--- config.mk ---
export PLATFORM = sky130hd
export DESIGN_NAME = truth_table_sweeper
export DESIGN_NICKNAME = d
export VERILOG_FILES = /design/src/rtl/sweep_pkg.sv /design/src/rtl/truth_table_sweeper_impl_compare.sv /design/src/rtl/truth_table_sweeper.sv
export SDC_FILE = /design/constraint.sdc
export NUM_CORES = 1
export LEC_CHECK = 0
export CORE_ASPECT_RATIO = 2
export CORE_MARGIN = 4
export CORE_UTILIZATION = 46
export CTS_CLUSTER_DIAMETER = 120
export DETAILED_ROUTE_END_ITERATION = 8
export PLACE_DENSITY = 0.87
export SYNTH_ARGS = -nofsm -noshare
export SYNTH_HDL_FRONTEND = slang
export SYNTH_SLANG_ARGS = --single-unit
--- constraint.sdc ---
create_clock -name clk -period 3.1 [get_ports clk]
set_input_delay 0.93 -clock clk [delete_from_list [all_inputs] [get_ports clk]]
set_output_delay 0.93 -clock clk [all_outputs]
set_load 0.03 [all_outputs]
--- src/rtl/sweep_pkg.sv ---
// rtl/sweep_pkg.sv - shared state type, sizing helper and default golden table for truth_table_sweeper
package sweep_pkg;

  typedef enum logic [1:0] {
    ST_IDLE   = 2'd0,
    ST_SETTLE = 2'd1,
    ST_SAMPLE = 2'd2,
    ST_DONE   = 2'd3
  } sweep_state_t;

  // f = x & (~y | ~w | ~z), bit i holds f at vec == i
  localparam logic [15:0] DEFAULT_GOLDEN = 16'h7F00;

  function automatic int num_vec(input int num_in);
    return 2 ** num_in;
  endfunction

endpackage

--- src/rtl/truth_table_sweeper_impl_compare.sv ---
// rtl/truth_table_sweeper_impl_compare.sv - flags any implementation output differing from the reference copy impl_in[0]
module impl_compare #(
  parameter int NUM_IMPL = 4
) (
  input  logic [NUM_IMPL-1:0] impl_in,
  output logic                any_mismatch
);

  assign any_mismatch = |(impl_in ^ {NUM_IMPL{impl_in[0]}});

endmodule

--- src/rtl/truth_table_sweeper.sv ---
// rtl/truth_table_sweeper.sv - sweeps all input vectors, captures the truth table and flags disagreeing minterms
// Optional golden-table comparison enabled by TRUTH_TABLE_SWEEPER_GOLDEN_CHECK_EN.
module truth_table_sweeper
  import sweep_pkg::*;
#(
  parameter int                    NUM_IN   = 4,
  parameter int                    NUM_IMPL = 4,
  parameter int                    SETTLE   = 1,
  parameter logic [2**NUM_IN-1:0]  GOLDEN   = DEFAULT_GOLDEN
) (
  input  logic                  clk,
  input  logic                  rst_n,
  input  logic                  start,
  input  logic [NUM_IMPL-1:0]   impl_in,
  output logic [NUM_IN-1:0]     vec_out,
  output logic                  busy,
  output logic                  done,
  output logic [2**NUM_IN-1:0]  table_out,
  output logic [2**NUM_IN-1:0]  mismatch_mask,
  output logic [NUM_IN:0]       mismatch_cnt,
`ifdef TRUTH_TABLE_SWEEPER_GOLDEN_CHECK_EN
  output logic [2**NUM_IN-1:0]  golden_err_mask,
`endif
  output logic                  pass
);

  localparam int                NUM_VEC     = num_vec(NUM_IN);
  localparam int                SW          = (SETTLE > 1) ? $clog2(SETTLE) : 1;
  localparam logic [SW-1:0]     SETTLE_LOAD = SW'(SETTLE - 1);
  localparam logic [NUM_IN-1:0] VEC_LAST    = '1;
  localparam logic [NUM_IN-1:0] VEC_ONE     = NUM_IN'(1);
  localparam logic [NUM_IN:0]   CNT_ONE     = (NUM_IN + 1)'(1);

  sweep_state_t         state_q, state_d;
  logic [NUM_IN-1:0]    vec_q, vec_d;
  logic [SW-1:0]        settle_q, settle_d;
  logic [NUM_VEC-1:0]   table_q, table_d;
  logic [NUM_VEC-1:0]   mask_q, mask_d;
  logic [NUM_IN:0]      cnt_q, cnt_d;
  logic                 pass_q, pass_d;
  logic                 any_mismatch;

`ifdef TRUTH_TABLE_SWEEPER_GOLDEN_CHECK_EN
  logic [NUM_VEC-1:0]   err_q, err_d;
`else
  logic                 unused_golden;
  assign unused_golden = ^GOLDEN;
`endif

  impl_compare #(
    .NUM_IMPL (NUM_IMPL)
  ) u_impl_compare (
    .impl_in      (impl_in),
    .any_mismatch (any_mismatch)
  );

  always_comb begin
    state_d  = state_q;
    vec_d    = vec_q;
    settle_d = settle_q;
    table_d  = table_q;
    mask_d   = mask_q;
    cnt_d    = cnt_q;
    pass_d   = pass_q;
`ifdef TRUTH_TABLE_SWEEPER_GOLDEN_CHECK_EN
    err_d    = err_q;
`endif
    case (state_q)
      ST_IDLE, ST_DONE: begin
        // A restart from DONE behaves exactly like a start from IDLE
        if (start) begin
          table_d  = '0;
          mask_d   = '0;
          cnt_d    = '0;
          pass_d   = 1'b0;
`ifdef TRUTH_TABLE_SWEEPER_GOLDEN_CHECK_EN
          err_d    = '0;
`endif
          vec_d    = '0;
          settle_d = SETTLE_LOAD;
          state_d  = ST_SETTLE;
        end
      end
      ST_SETTLE: begin
        if (settle_q == '0) begin
          state_d = ST_SAMPLE;
        end else begin
          settle_d = settle_q - SW'(1);
        end
      end
      ST_SAMPLE: begin
        table_d[vec_q] = impl_in[0];
        if (any_mismatch) begin
          mask_d[vec_q] = 1'b1;
          cnt_d         = cnt_q + CNT_ONE;
        end
        if (vec_q == VEC_LAST) begin
          state_d = ST_DONE;
`ifdef TRUTH_TABLE_SWEEPER_GOLDEN_CHECK_EN
          pass_d  = (cnt_d == '0) && (table_d == GOLDEN);
          err_d   = table_d ^ GOLDEN;
`else
          pass_d  = (cnt_d == '0);
`endif
        end else begin
          vec_d    = vec_q + VEC_ONE;
          settle_d = SETTLE_LOAD;
          state_d  = ST_SETTLE;
        end
      end
      default: state_d = ST_IDLE;
    endcase
  end

  always_ff @(posedge clk) begin
    if (!rst_n) begin
      state_q  <= ST_IDLE;
      vec_q    <= '0;
      settle_q <= '0;
      table_q  <= '0;
      mask_q   <= '0;
      cnt_q    <= '0;
      pass_q   <= 1'b0;
`ifdef TRUTH_TABLE_SWEEPER_GOLDEN_CHECK_EN
      err_q    <= '0;
`endif
    end else begin
      state_q  <= state_d;
      vec_q    <= vec_d;
      settle_q <= settle_d;
      table_q  <= table_d;
      mask_q   <= mask_d;
      cnt_q    <= cnt_d;
      pass_q   <= pass_d;
`ifdef TRUTH_TABLE_SWEEPER_GOLDEN_CHECK_EN
      err_q    <= err_d;
`endif
    end
  end

  assign vec_out       = vec_q;
  assign busy          = (state_q == ST_SETTLE) || (state_q == ST_SAMPLE);
  assign done          = (state_q == ST_DONE);
  assign table_out     = table_q;
  assign mismatch_mask = mask_q;
  assign mismatch_cnt  = cnt_q;
  assign pass          = pass_q;
`ifdef TRUTH_TABLE_SWEEPER_GOLDEN_CHECK_EN
  assign golden_err_mask = err_q;
`endif

endmodule

==> summary.txt, run 1 <==
Hold Violations, Final: 0
Avg Cell Area, Syn: 8.12 µm²
CP Capture Type: output pin
Core ar.: 0.00413 mm²
status: complete, no violations
first-pass GRT wire length: 8340 µm
most common cell after layout, fill and taps aside: clkdlybuf4s50_1
Internal: 0.936 mW
DRC viols: 0
sequential share of power: 0.418
Buf/Inv on CP: 3
grt ovf: 0
Final setup viols: 0
initial DRC count: 47
worst reg2reg path depth: 8
CP Cell Sequence: inv_1 -> ha_1 -> inv_1 -> clkdlybuf4s50_1
CP arrival: 1.86 ns
Hold Path Sink: table_out[0]
commonest non-fill, non-tap cells in the layout: 50 x clkdlybuf4s50_1, 44 x dfxtp_1, 42 x nand2_1
count of input and output buffers: 50
post-route ant nets: 0
Total Wirelength: 5000 µm
Slew @ Worst Pin: 0.664 ns
post-route minimum period: 2.79 ns
worst slack, placed: 0.264 ns
R2R Path Start: state_q[0]
hold_ws: 0.454 ns
crit share post-route: 0.900
Seq cells post-synth: 44
slowest stage delay, CP: 0.67 ns
CTS tree: built
Hold Crit Start: table_out[0]
critical path's most frequent cell: inv_1
total power: 1.47 mW
Chip Height: 100 µm
combinational power share: 0.331
register area share after synthesis: 0.448
Routability Congestion: 0.906
Worst Skew: 0.00833 ns
ant diodes: 0
Initial Util: 0.476
via count: 1868
Slew HR: 0.557
CP startpoint kind: register
Synth Flop Type: dfxtp_1
post-synth cell types: 38
slowest stage cell, crit path: clkdlybuf4s50_1
Post-synth ARST share: 0
final setup TNS: 0 ns
Switching Share: 0.363
DP Area: 0.00252 mm²
routed vias/inst: 5.43
RSZ-0062 raised after global routing: false
# IOs: 51
DIE WIDTH: 54.2 µm
synth warn: 0
Hold Buf Count CTS: 0
die area: 0.00545 mm²
Fillers: 385
Worst R2R End: mismatch_mask[13]
initial antenna violation count: 0
crit-path max FO: 5
Area Overhead vs Synth: 32.7%
Max Freq: 0.358 GHz
gr usage total: 0.207
clock group share of total power: 0.251
H-tree depth: 2
Wirelength per Cell: 14.5 µm
PnR worst setup slack: 0.310 ns
vias in the first global route: 1813
row cnt: 33
Setup Buffers After CTS: 0
VDD IR max: 461 µV
TritonRoute pass-1 iters: 4
total of max-cap violations: 0
Resized Gates After CTS: 0
EDFF count, synth: 0
leakage: 0.916 nW
worst-skew pair later-pin latency: 0.30 ns
Cells after Synth: 242
root buffer cell: clkbuf_8
Hold Path Stages: 2
HPWL Detailed: 3720 µm
pin count of the biggest net entering global routing: 34
WS Path Type: register to output pin
area of the mapped netlist: 0.00197 mm²
max-slew violations: 0
Final Instance Area: 0.00261 mm²
nets: 306
Critical Path Stages: 4
Syn Nets: 257
Hold WC Path Type: register to register
switching pwr: 0.534 mW
Reg clk slew, reported paths: 0.08 ns
share of cells above drive strength 1: 0.0719
deepest clock path buffer count: 2
delay-heaviest family, CP: buffers and inverters
CTS sink cnt: 44
R2R Setup Slk: 0.83 ns
Num CTS Buffers: 5
CP required: 2.17 ns
pwr dens: 564 mW/mm²
synth_stat cells (3+ instances only):
cell | number | area (µm²)
nand2b_1 | 3 | 18.8
a21oi_1 | 36 | 180
a22oi_1 | 4 | 30.0
nor2_1 | 25 | 93.8
mux2i_1 | 3 | 30.0
nand3_1 | 22 | 110
nand2_1 | 42 | 158
clkbuf_1 | 11 | 41.3
inv_1 | 7 | 26.3
ha_1 | 8 | 100
xor2_1 | 3 | 26.3
dfxtp_1 | 44 | 881
layout make-up:
class                   instances  area [µm²]  area share
clock buffers                   8        90.1      0.0345
inverters                       8        30.0      0.0115
multi-input cells             176         996       0.382
flip-flops and latches         44         881       0.338
well taps                      52        65.1      0.0250
repair buffers                 56         546       0.209
worst max-delay path by stage:
stage                from                to  slack, ns
6_report       state_q[0]              busy       0.31
5_1_grt        state_q[0]              busy       0.21
3_3_place_gp   impl_in[0]  mismatch_mask[1]       0.32
4_1_cts        state_q[0]              busy       0.30
2_1_floorplan  impl_in[0]              pass       0.76
3_5_place_dp   impl_in[0]  mismatch_mask[2]       0.26
logic make-up after synthesis:
| logic type | count (synthesis) | synth area share |
|---|---|---|
| buffers and inverters | 22 | 0.0471 |
| AO/OA/AOI/OAI | 54 | 0.164 |
| AND/OR/NAND/NOR | 107 | 0.257 |
| XOR/XNOR | 4 | 0.0178 |
| multiplexers | 3 | 0.0153 |
| adder cells (fa/ha/maj) | 8 | 0.0509 |
| flip-flops | 44 | 0.448 |
flip-flops by register name, indices dropped and copies added (netlist names):
signal,flops
state_q,2
vec_out,4
mismatch_mask,16
table_out,16
pass,1
mismatch_cnt,5
tightest hold or removal path: cells and delay by family (launching register included):
kind	cells	cell delay, ns
compound gates	1	0.05
simple gates	1	0.05
flops	1	0.31
power by group through the flow:
stage	clock, mW	combinational (mW)	sequential, mW
2_1_floorplan	0	0.301	0.651
3_3_place_gp	0	0.470	0.628
3_5_place_dp	0	0.484	0.628
4_1_cts	0.373	0.486	0.614
5_1_grt	0.401	0.532	0.619
6_report	0.370	0.486	0.615
routing by layer:
| metal | vias up | track usage | wire length, µm |
|---|---|---|---|
| met5 | - | 0 | 0 |
| met2 | 60 | 0.354 | 2710 |
| met4 | 0 | 0.119 | 189 |
| li1 | 922 | - | - |
| met1 | 869 | 0.218 | 1870 |
| met3 | 17 | 0.0505 | 220 |
metrics by stage:
stage / cells / util
3_5_place_dp: 336 / 0.610
3_3_place_gp: 336 / 0.610
2_1_floorplan: 242 / -
4_1_cts: 344 / 0.632
6_report: 344 / 0.632
5_1_grt: 344 / 0.632
Note: power is estimated with default switching activity, not from simulation.
==> run 2, diff against run 1 <==
--- a/config.mk
+++ b/config.mk
@@ -5,11 +5,14 @@
 export SDC_FILE = /design/constraint.sdc
 export NUM_CORES = 1
 export LEC_CHECK = 0
+export CAP_MARGIN = 20
 export CORE_ASPECT_RATIO = 2
 export CORE_MARGIN = 4
 export CORE_UTILIZATION = 46
+export CTS_BUF_LIST = sky130_fd_sc_hd__clkbuf_4 sky130_fd_sc_hd__clkbuf_8
 export CTS_CLUSTER_DIAMETER = 120
 export DETAILED_ROUTE_END_ITERATION = 8
+export HOLD_SLACK_MARGIN = 0.12
 export PLACE_DENSITY = 0.87
 export SYNTH_ARGS = -nofsm -noshare
 export SYNTH_HDL_FRONTEND = slang
==> run 2 against run 1 <==
- total power increased by 0.96%
- final area increased by 0.29%
- global-route usage decreased by 0.12 points
- clock-buffer cell count unchanged
- clock power increased by 4%
- core utilization increased by 0.18 points
- worst setup slack improved by 0.0038 ns
- critical path depth unchanged
- sequential share of layout area decreased by 0.097 points
- die area unchanged
- clock skew decreased by 0.0038 ns
==> summary.txt, run 2 (synthesis gave the netlist of run 1 again) <==
status: complete, no violations
HPWL Detailed: 3720 µm
Initial Util: 0.476
row cnt: 33
CP startpoint kind: register
routed vias/inst: 5.47
Final setup viols: 0
worst slack, placed: 0.264 ns
count of input and output buffers: 50
crit-path max FO: 5
# IOs: 51
Final Instance Area: 0.00262 mm²
Area Overhead vs Synth: 33.0%
PnR worst setup slack: 0.313 ns
DP Area: 0.00252 mm²
Reg clk slew, reported paths: 0.08 ns
RSZ-0062 raised after global routing: false
crit share post-route: 0.899
ant diodes: 0
max-slew violations: 0
die area: 0.00545 mm²
area occupied by multi-input gates: 996 µm²
nets: 306
initial antenna violation count: 0
via count: 1883
Fillers: 382
Num CTS Buffers: 5
combinational power share: 0.326
Hold Violations, Final: 0
most common cell after layout, fill and taps aside: clkdlybuf4s50_1
VDD IR max: 492 µV
CP arrival: 1.86 ns
total power: 1.48 mW
Setup Buffers After CTS: 0
register area: 881 µm²
Final Core Density: 0.633
Wirelength per Cell: 14.5 µm
final setup TNS: 0 ns
total of max-cap violations: 0
hold_ws: 0.454 ns
Core ar.: 0.00413 mm²
root buffer cell: clkbuf_8
vias in the first global route: 1820
share of cells above drive strength 1: 0.0788
leakage: 0.922 nW
Switching Share: 0.358
critical path's most frequent cell: inv_1
worst-skew pair later-pin latency: 0.29 ns
CP Capture Type: output pin
Resized Gates After CTS: 0
Worst Skew: 0.00453 ns
CP Cell Sequence: inv_1 -> ha_1 -> inv_1 -> clkdlybuf4s50_1
grt ovf: 0
H-tree depth: 2
WS Path Type: register to output pin
CTS sink cnt: 44
switching pwr: 0.531 mW
deepest clock path buffer count: 2
pwr dens: 568 mW/mm²
gr usage total: 0.206
Internal: 0.954 mW
post-route minimum period: 2.79 ns
TritonRoute pass-1 iters: 4
pin count of the biggest net entering global routing: 34
Hold Buf Count CTS: 0
Chip Height: 100 µm
DRC viols: 0
initial DRC count: 49
cell total after placement: 336
Slew @ Worst Pin: 0.658 ns
post-route ant nets: 0
clock group share of total power: 0.259
Slew HR: 0.561
Finished Layout Cells: 344
Routability Congestion: 0.906
DIE WIDTH: 54.2 µm
first-pass GRT wire length: 8300 µm
sequential share of power: 0.414
Hold WC Path Type: register to register
Max Freq: 0.359 GHz
CTS tree: built
slowest stage cell, crit path: clkdlybuf4s50_1
Total Wirelength: 4980 µm
commonest non-fill, non-tap cells in the layout: 50 x clkdlybuf4s50_1, 44 x dfxtp_1, 42 x nand2_1
CP required: 2.17 ns
slowest stage delay, CP: 0.67 ns
run 2: cell counts in the layout (fill, tap and decap cells not counted):
No cell type changed its count.
run 2: worst max-delay path, delay by kind of cell, from the launching register on:
kind                     cells  cell delay [ns]
adder cells (fa/ha/maj)      1             0.35
buffers and inverters        3             0.82
flip-flops                   1             0.39
run 2: power by group through the flow:
stage / Combinational, mW / Sequential [mW] / Clock, mW
after floorplan: 0.301 / 0.651 / 0
final: 0.485 / 0.615 / 0.385
after CTS: 0.485 / 0.614 / 0.391
after global placement: 0.470 / 0.628 / 0
after global routing: 0.531 / 0.619 / 0.418
after detailed placement: 0.484 / 0.628 / 0
run 2: worst paths after layout:
path              cells past startpoint                end         start  slack [ns]
setup / recovery                      4               busy    state_q[0]        0.31
hold / removal                        2       table_out[0]  table_out[0]        0.45
setup reg to reg                      8  mismatch_mask[13]    state_q[0]        0.83
hold reg to reg                       2       table_out[0]  table_out[0]        0.45
run 2: layer usage:
layer / up-vias / track usage / wire length [µm]
li1: 925 / - / -
met1: 881 / 0.212 / 1840
met2: 62 / 0.354 / 2740
met3: 15 / 0.0505 / 227
met4: 0 / 0.123 / 176
met5: - / 0 / 0
run 2: final cells by class:
| class | instances | area share |
|---|---|---|
| clock buffer | 8 | 0.0373 |
| inverter | 8 | 0.0115 |
| multi-input combinational | 176 | 0.381 |
| sequential | 44 | 0.337 |
| tap | 52 | 0.0249 |
| timing repair buffer | 56 | 0.209 |
==> patch 1 (config.mk and constraints of run 2) <==
`NUM_IMPL` is set to 4 in 2 places; all go to 3.
--- a/src/rtl/truth_table_sweeper_impl_compare.sv
+++ b/src/rtl/truth_table_sweeper_impl_compare.sv
@@ -1,6 +1,6 @@
 // rtl/truth_table_sweeper_impl_compare.sv - flags any implementation output differing from the reference copy impl_in[0]
 module impl_compare #(
-  parameter int NUM_IMPL = 4
+  parameter int NUM_IMPL = 3
 ) (
   input  logic [NUM_IMPL-1:0] impl_in,
   output logic                any_mismatch
--- a/src/rtl/truth_table_sweeper.sv
+++ b/src/rtl/truth_table_sweeper.sv
@@ -4,7 +4,7 @@
   import sweep_pkg::*;
 #(
   parameter int                    NUM_IN   = 4,
-  parameter int                    NUM_IMPL = 4,
+  parameter int                    NUM_IMPL = 3,
   parameter int                    SETTLE   = 1,
   parameter logic [2**NUM_IN-1:0]  GOLDEN   = DEFAULT_GOLDEN
 ) (
Interface: changed (resized impl_in); port bits go from 51 to 50. No check against the original RTL was run, so the function may have changed too.
==> patch 1 against run 2 <==
Global-route usage fell by 1.2 points. Routed wire length fell by 2.0%. Cell count fell by 4.7%. Synthesized area rose by 2.7%. Combinational power rose by 38%. Maximum frequency fell by 3.1%. Power rose by 11%. Design area rose by 0.48%. Synthesized cell count fell by 6.2%. Utilization fell by 0.33 points. Via count fell by 4.6%. Sequential cell count did not move. Setup slack got worse by 0.088 ns. Clock skew fell by 0.0012 ns.
==> patch 1: results <==
metrics = {
    "timing": {
        "whs_ns": 0.4520,
        "tightest_slew_ns": 0.5348,
        "finClkSkew_ns": 0.003332,
        "period_share_pct": 92.74,
    },
    "layout": {
        "fill_cells": 353,
        "final_cells": 328,
        "area_growth_pct": 30.11,
        "multi_input_gates": 164,
        "stdcell_area_um2": 2628,
        "nets": 290,
        "drive_gt1_share_pct": 7.609,
        "buf_share_pct": 20.38,
        "nonClockInverterCount": 6,
        "clock_tree_area_fraction_pct": 3.095,
        "num-nonclk-buffers": 55,
        "multi_input_area_share_pct": 39.67,
    },
    "logic_synthesis": {
        "synthAdderAreaFrac_pct": 4.957,
        "muxShareOfSynthArea_pct": 8.426,
        "ys_seq_area_share_pct": 43.62,
        "yosys-top-cells-area": "dfxtp_1 44%, mux2i_1 8.4%, nor2_1 5.4%",
        "yosys.area_share.xor_xnor_pct": 2.169,
        "synth_common_cells": "44 x dfxtp_1, 29 x nor2_1, 19 x nand2_1, 19 x nand3_1, 17 x mux2i_1",
        "synth_compound_area_share_pct": 12.27,
    },
    "grt": {
        "grt_util_met2_pct": 33.58,
        "track_usage_pct": 19.45,
        "grt_pass1_wl_mm": 7.983,
        "grt_max_degree": 17,
        "met1_usage_pct": 20.11,
        "grt_pass1_vias": 1823,
        "grt_util_met3_pct": 4.860,
    },
    "critical_path": {
        "regToRegEndpoint": "table_out[10]$_SDFFE_PN0P_",
        "arrival_ns": 1.94,
        "ff2ff_setup_slack_ns": 1.14,
    },
    "placement": {
        "dp_worst_setup_slack_ns": 0.4054,
        "hpwl_mm": 3.807,
        "gp_congestion": 0.8270,
        "placed_area_um2": 2546,
        "dp.cells": 321,
    },
    "run_status": {
        "status": "finished, final reports clean",
    },
    "clock_tree": {
        "clock_sinks": 44,
        "numCtsBuffers": 5,
    },
    "detailed_routing": {
        "via_per_inst": 5.476,
        "drt_iter0_markers": 45,
    },
    "min_path": {
        "min_to": "mismatch_mask[12]$_SDFFE_PN0P_",
        "min-delay-start": "mismatch_mask[12]$_SDFFE_PN0P_",
    },
    "power_and_ir_drop": {
        "ir_worst_vdd_uv": 516.7,
        "power.leakage_nw": 1.039,
    },
}
-- patch 1: cell families (layout without fill, tap and decap cells) --
logic type	count (synthesis)	after routing
and+or+nand+nor	96	96
adders and majority gates	8	8
muxes	17	17
DFF	44	44
AOI/OAI and AO/OA	38	38
buffers and inverters	19	68
xor gates and xnor gates	5	5
-- patch 1: per-layer routing --
metal / up-vias / part of all wire (%)
li1: 882 / -
met1: 845 / 36
met2: 53 / 56
met3: 16 / 4.1
met4: 0 / 3.5
met5: - / 0
-- patch 1: worst register-to-register path, stage by stage (launching register included) --
cell and delay [ns]:
dfxtp_1 0.39, inv_1 0.06, ha_1 0.39, nor2b_1 0.38
a21oi_2 0.05, buf_4 0.20, nand3_1 0.14, mux2i_1 0.19
nor2_1 0.05
-- patch 1: power breakdown --
group	switching [mW]	internal, mW
Combinational	0.430	0.240
Sequential	0.0365	0.600
Clock	0.186	0.153
Total	0.652	0.993
==> patch 2 (flow settings as in run 2) <==
Made on the original files. Reset style: asynchronous (`rst_n`), changed in one clocked block.
--- a/src/rtl/truth_table_sweeper.sv
+++ b/src/rtl/truth_table_sweeper.sv
@@ -112,7 +112,7 @@
     endcase
   end
 
-  always_ff @(posedge clk) begin
+  always_ff @(posedge clk or negedge rst_n) begin
     if (!rst_n) begin
       state_q  <= ST_IDLE;
       vec_q    <= '0;
Formal check against the unedited RTL: differs if rst_n is asserted again (counterexample within 4 cycles, from zero or initial values and one cycle with rst_n low); with rst_n held inactive, the same outputs for 10 cycles.
==> patch 2 against run 2 <==
Sequential cell count stayed put. Setup slack worse by 0.020 ns. Cell count is 6.4% lower. Routed wire length is 3.3% higher. Register-to-register slack better by 0.24 ns. Utilization is 1.7 points lower. Sequential power is 15% higher. Largest cell class is now registers. Clock power is 19% higher. Maximum frequency is 0.71% lower. Design area is 8.4% higher. Critical path depth stayed put. Power is 35% higher. Synthesized area is 11% higher.
==> patch 2: results <==
metrics = {
    "logic_synthesis": {
        "yosysWarnings": 0,
        "syn_avg_cell_area_um2": 9.908,
        "yosysTopAreaCell": "dfrtp_1",
        "yosys-top-cells-area": "dfrtp_1 50%, mux2i_1 7.3%, nor2_1 6.0%",
        "postSynth.asyncResetShare_pct": 100.0,
        "muxShareOfSynthArea_pct": 7.829,
        "synth_compound_area_share_pct": 13.43,
        "syn_nets": 236,
        "yosys.area_share.xor_xnor_pct": 0.8000,
        "synth_common_cells": "44 x dfrtp_1, 35 x nor2_1, 19 x a31oi_1, 19 x nand3_1, 16 x mux2i_1",
        "ys_seq_area_share_pct": 50.29,
        "synthAdderAreaFrac_pct": 4.571,
    },
    "critical_path": {
        "critPathMaxFanout": 6,
        "ff2ff_setup_slack_ns": 1.07,
        "arrival_ns": 1.88,
    },
    "grt": {
        "grt_max_degree": 45,
        "track_usage_pct": 17.72,
        "grt_pass1_vias": 1845,
        "grt_pass1_wl_mm": 8.280,
    },
    "timing": {
        "whs_ns": 0.5003,
        "finClkSkew_ns": 0.005550,
        "max_slew_margin_pct": 36.91,
        "period_share_pct": 90.53,
    },
    "run_status": {
        "status": "finished, final reports clean",
    },
    "detailed_routing": {
        "drt_iter0_markers": 73,
        "via_per_inst": 5.717,
        "avgRoutedWirePerCell_um": 15.98,
        "first_pass_iters": 4,
    },
    "layout": {
        "fill_cells": 424,
        "stdcell_area_um2": 2835,
        "final_cells": 322,
        "drive_gt1_share_pct": 7.116,
        "nets": 281,
    },
    "placement": {
        "dp.cells": 314,
        "hpwl_mm": 3.797,
        "placed_area_um2": 2714,
        "gp_congestion": 0.8532,
        "dp_worst_setup_slack_ns": 0.2168,
    },
    "power_and_ir_drop": {
        "power.leakage_nw": 1.378,
        "ir_worst_vdd_uv": 591.0,
    },
}
## patch 2: layer usage
layer / vias up / GRT usage [%] / routed length (um)
met5: - / 0 / 0
met4: 0 / 11.61 / 133
met3: 17 / 3.186 / 190
met2: 58 / 32.12 / 2924
met1: 891 / 17.74 / 1898
li1: 875 / - / -
## patch 2: cell type report
cell class | instances | area, um2 | area share [%]
sequential | 44 | 1101 | 38.84
multi-input combinational | 156 | 1003 | 35.39
timing repair buffer | 53 | 518.0 | 18.27
clock buffer | 6 | 82.58 | 2.913
tap | 55 | 68.82 | 2.427
clock inverter | 2 | 38.79 | 1.368
inverter | 6 | 22.52 | 0.7944
## patch 2: cells by family after synthesis
logic type                 Yosys count
adders and majority gates            8
buffers and inverters               21
DFF                                 44
AOI/OAI and AO/OA                   44
muxes                               17
and+or+nand+nor                     85
xor gates and xnor gates             2
## patch 2: where the power goes
group          internal (mW)  switching [mW]  leakage [nW]  total, mW
combinational          0.294           0.544         0.713      0.838
clock                  0.263           0.194        0.0614      0.458
sequential             0.644          0.0667         0.605      0.710
## patch 2: critical path: stages (launching register included)
cell and delay (ns):
dfrtp_1 0.40, inv_1 0.06, ha_1 0.36, inv_1 0.09, clkdlybuf4s50_1 0.67
## patch 2: final timing paths
path                                              start                            to  depth (start not counted)
setup / recovery                 state_q[0]$_DFFE_PN0P_                          busy                          4
hold / removal             mismatch_mask[3]$_DFFE_PN0P_  mismatch_mask[3]$_DFFE_PN0P_                          2
setup reg to reg                 state_q[0]$_DFFE_PN0P_      table_out[9]$_DFFE_PN0P_                          6
hold reg to reg            mismatch_mask[3]$_DFFE_PN0P_  mismatch_mask[3]$_DFFE_PN0P_                          2
max in group asynchronous                         rst_n   mismatch_cnt[0]$_DFFE_PN0P_                          1
min in group asynchronous                         rst_n  mismatch_mask[9]$_DFFE_PN0P_                          1
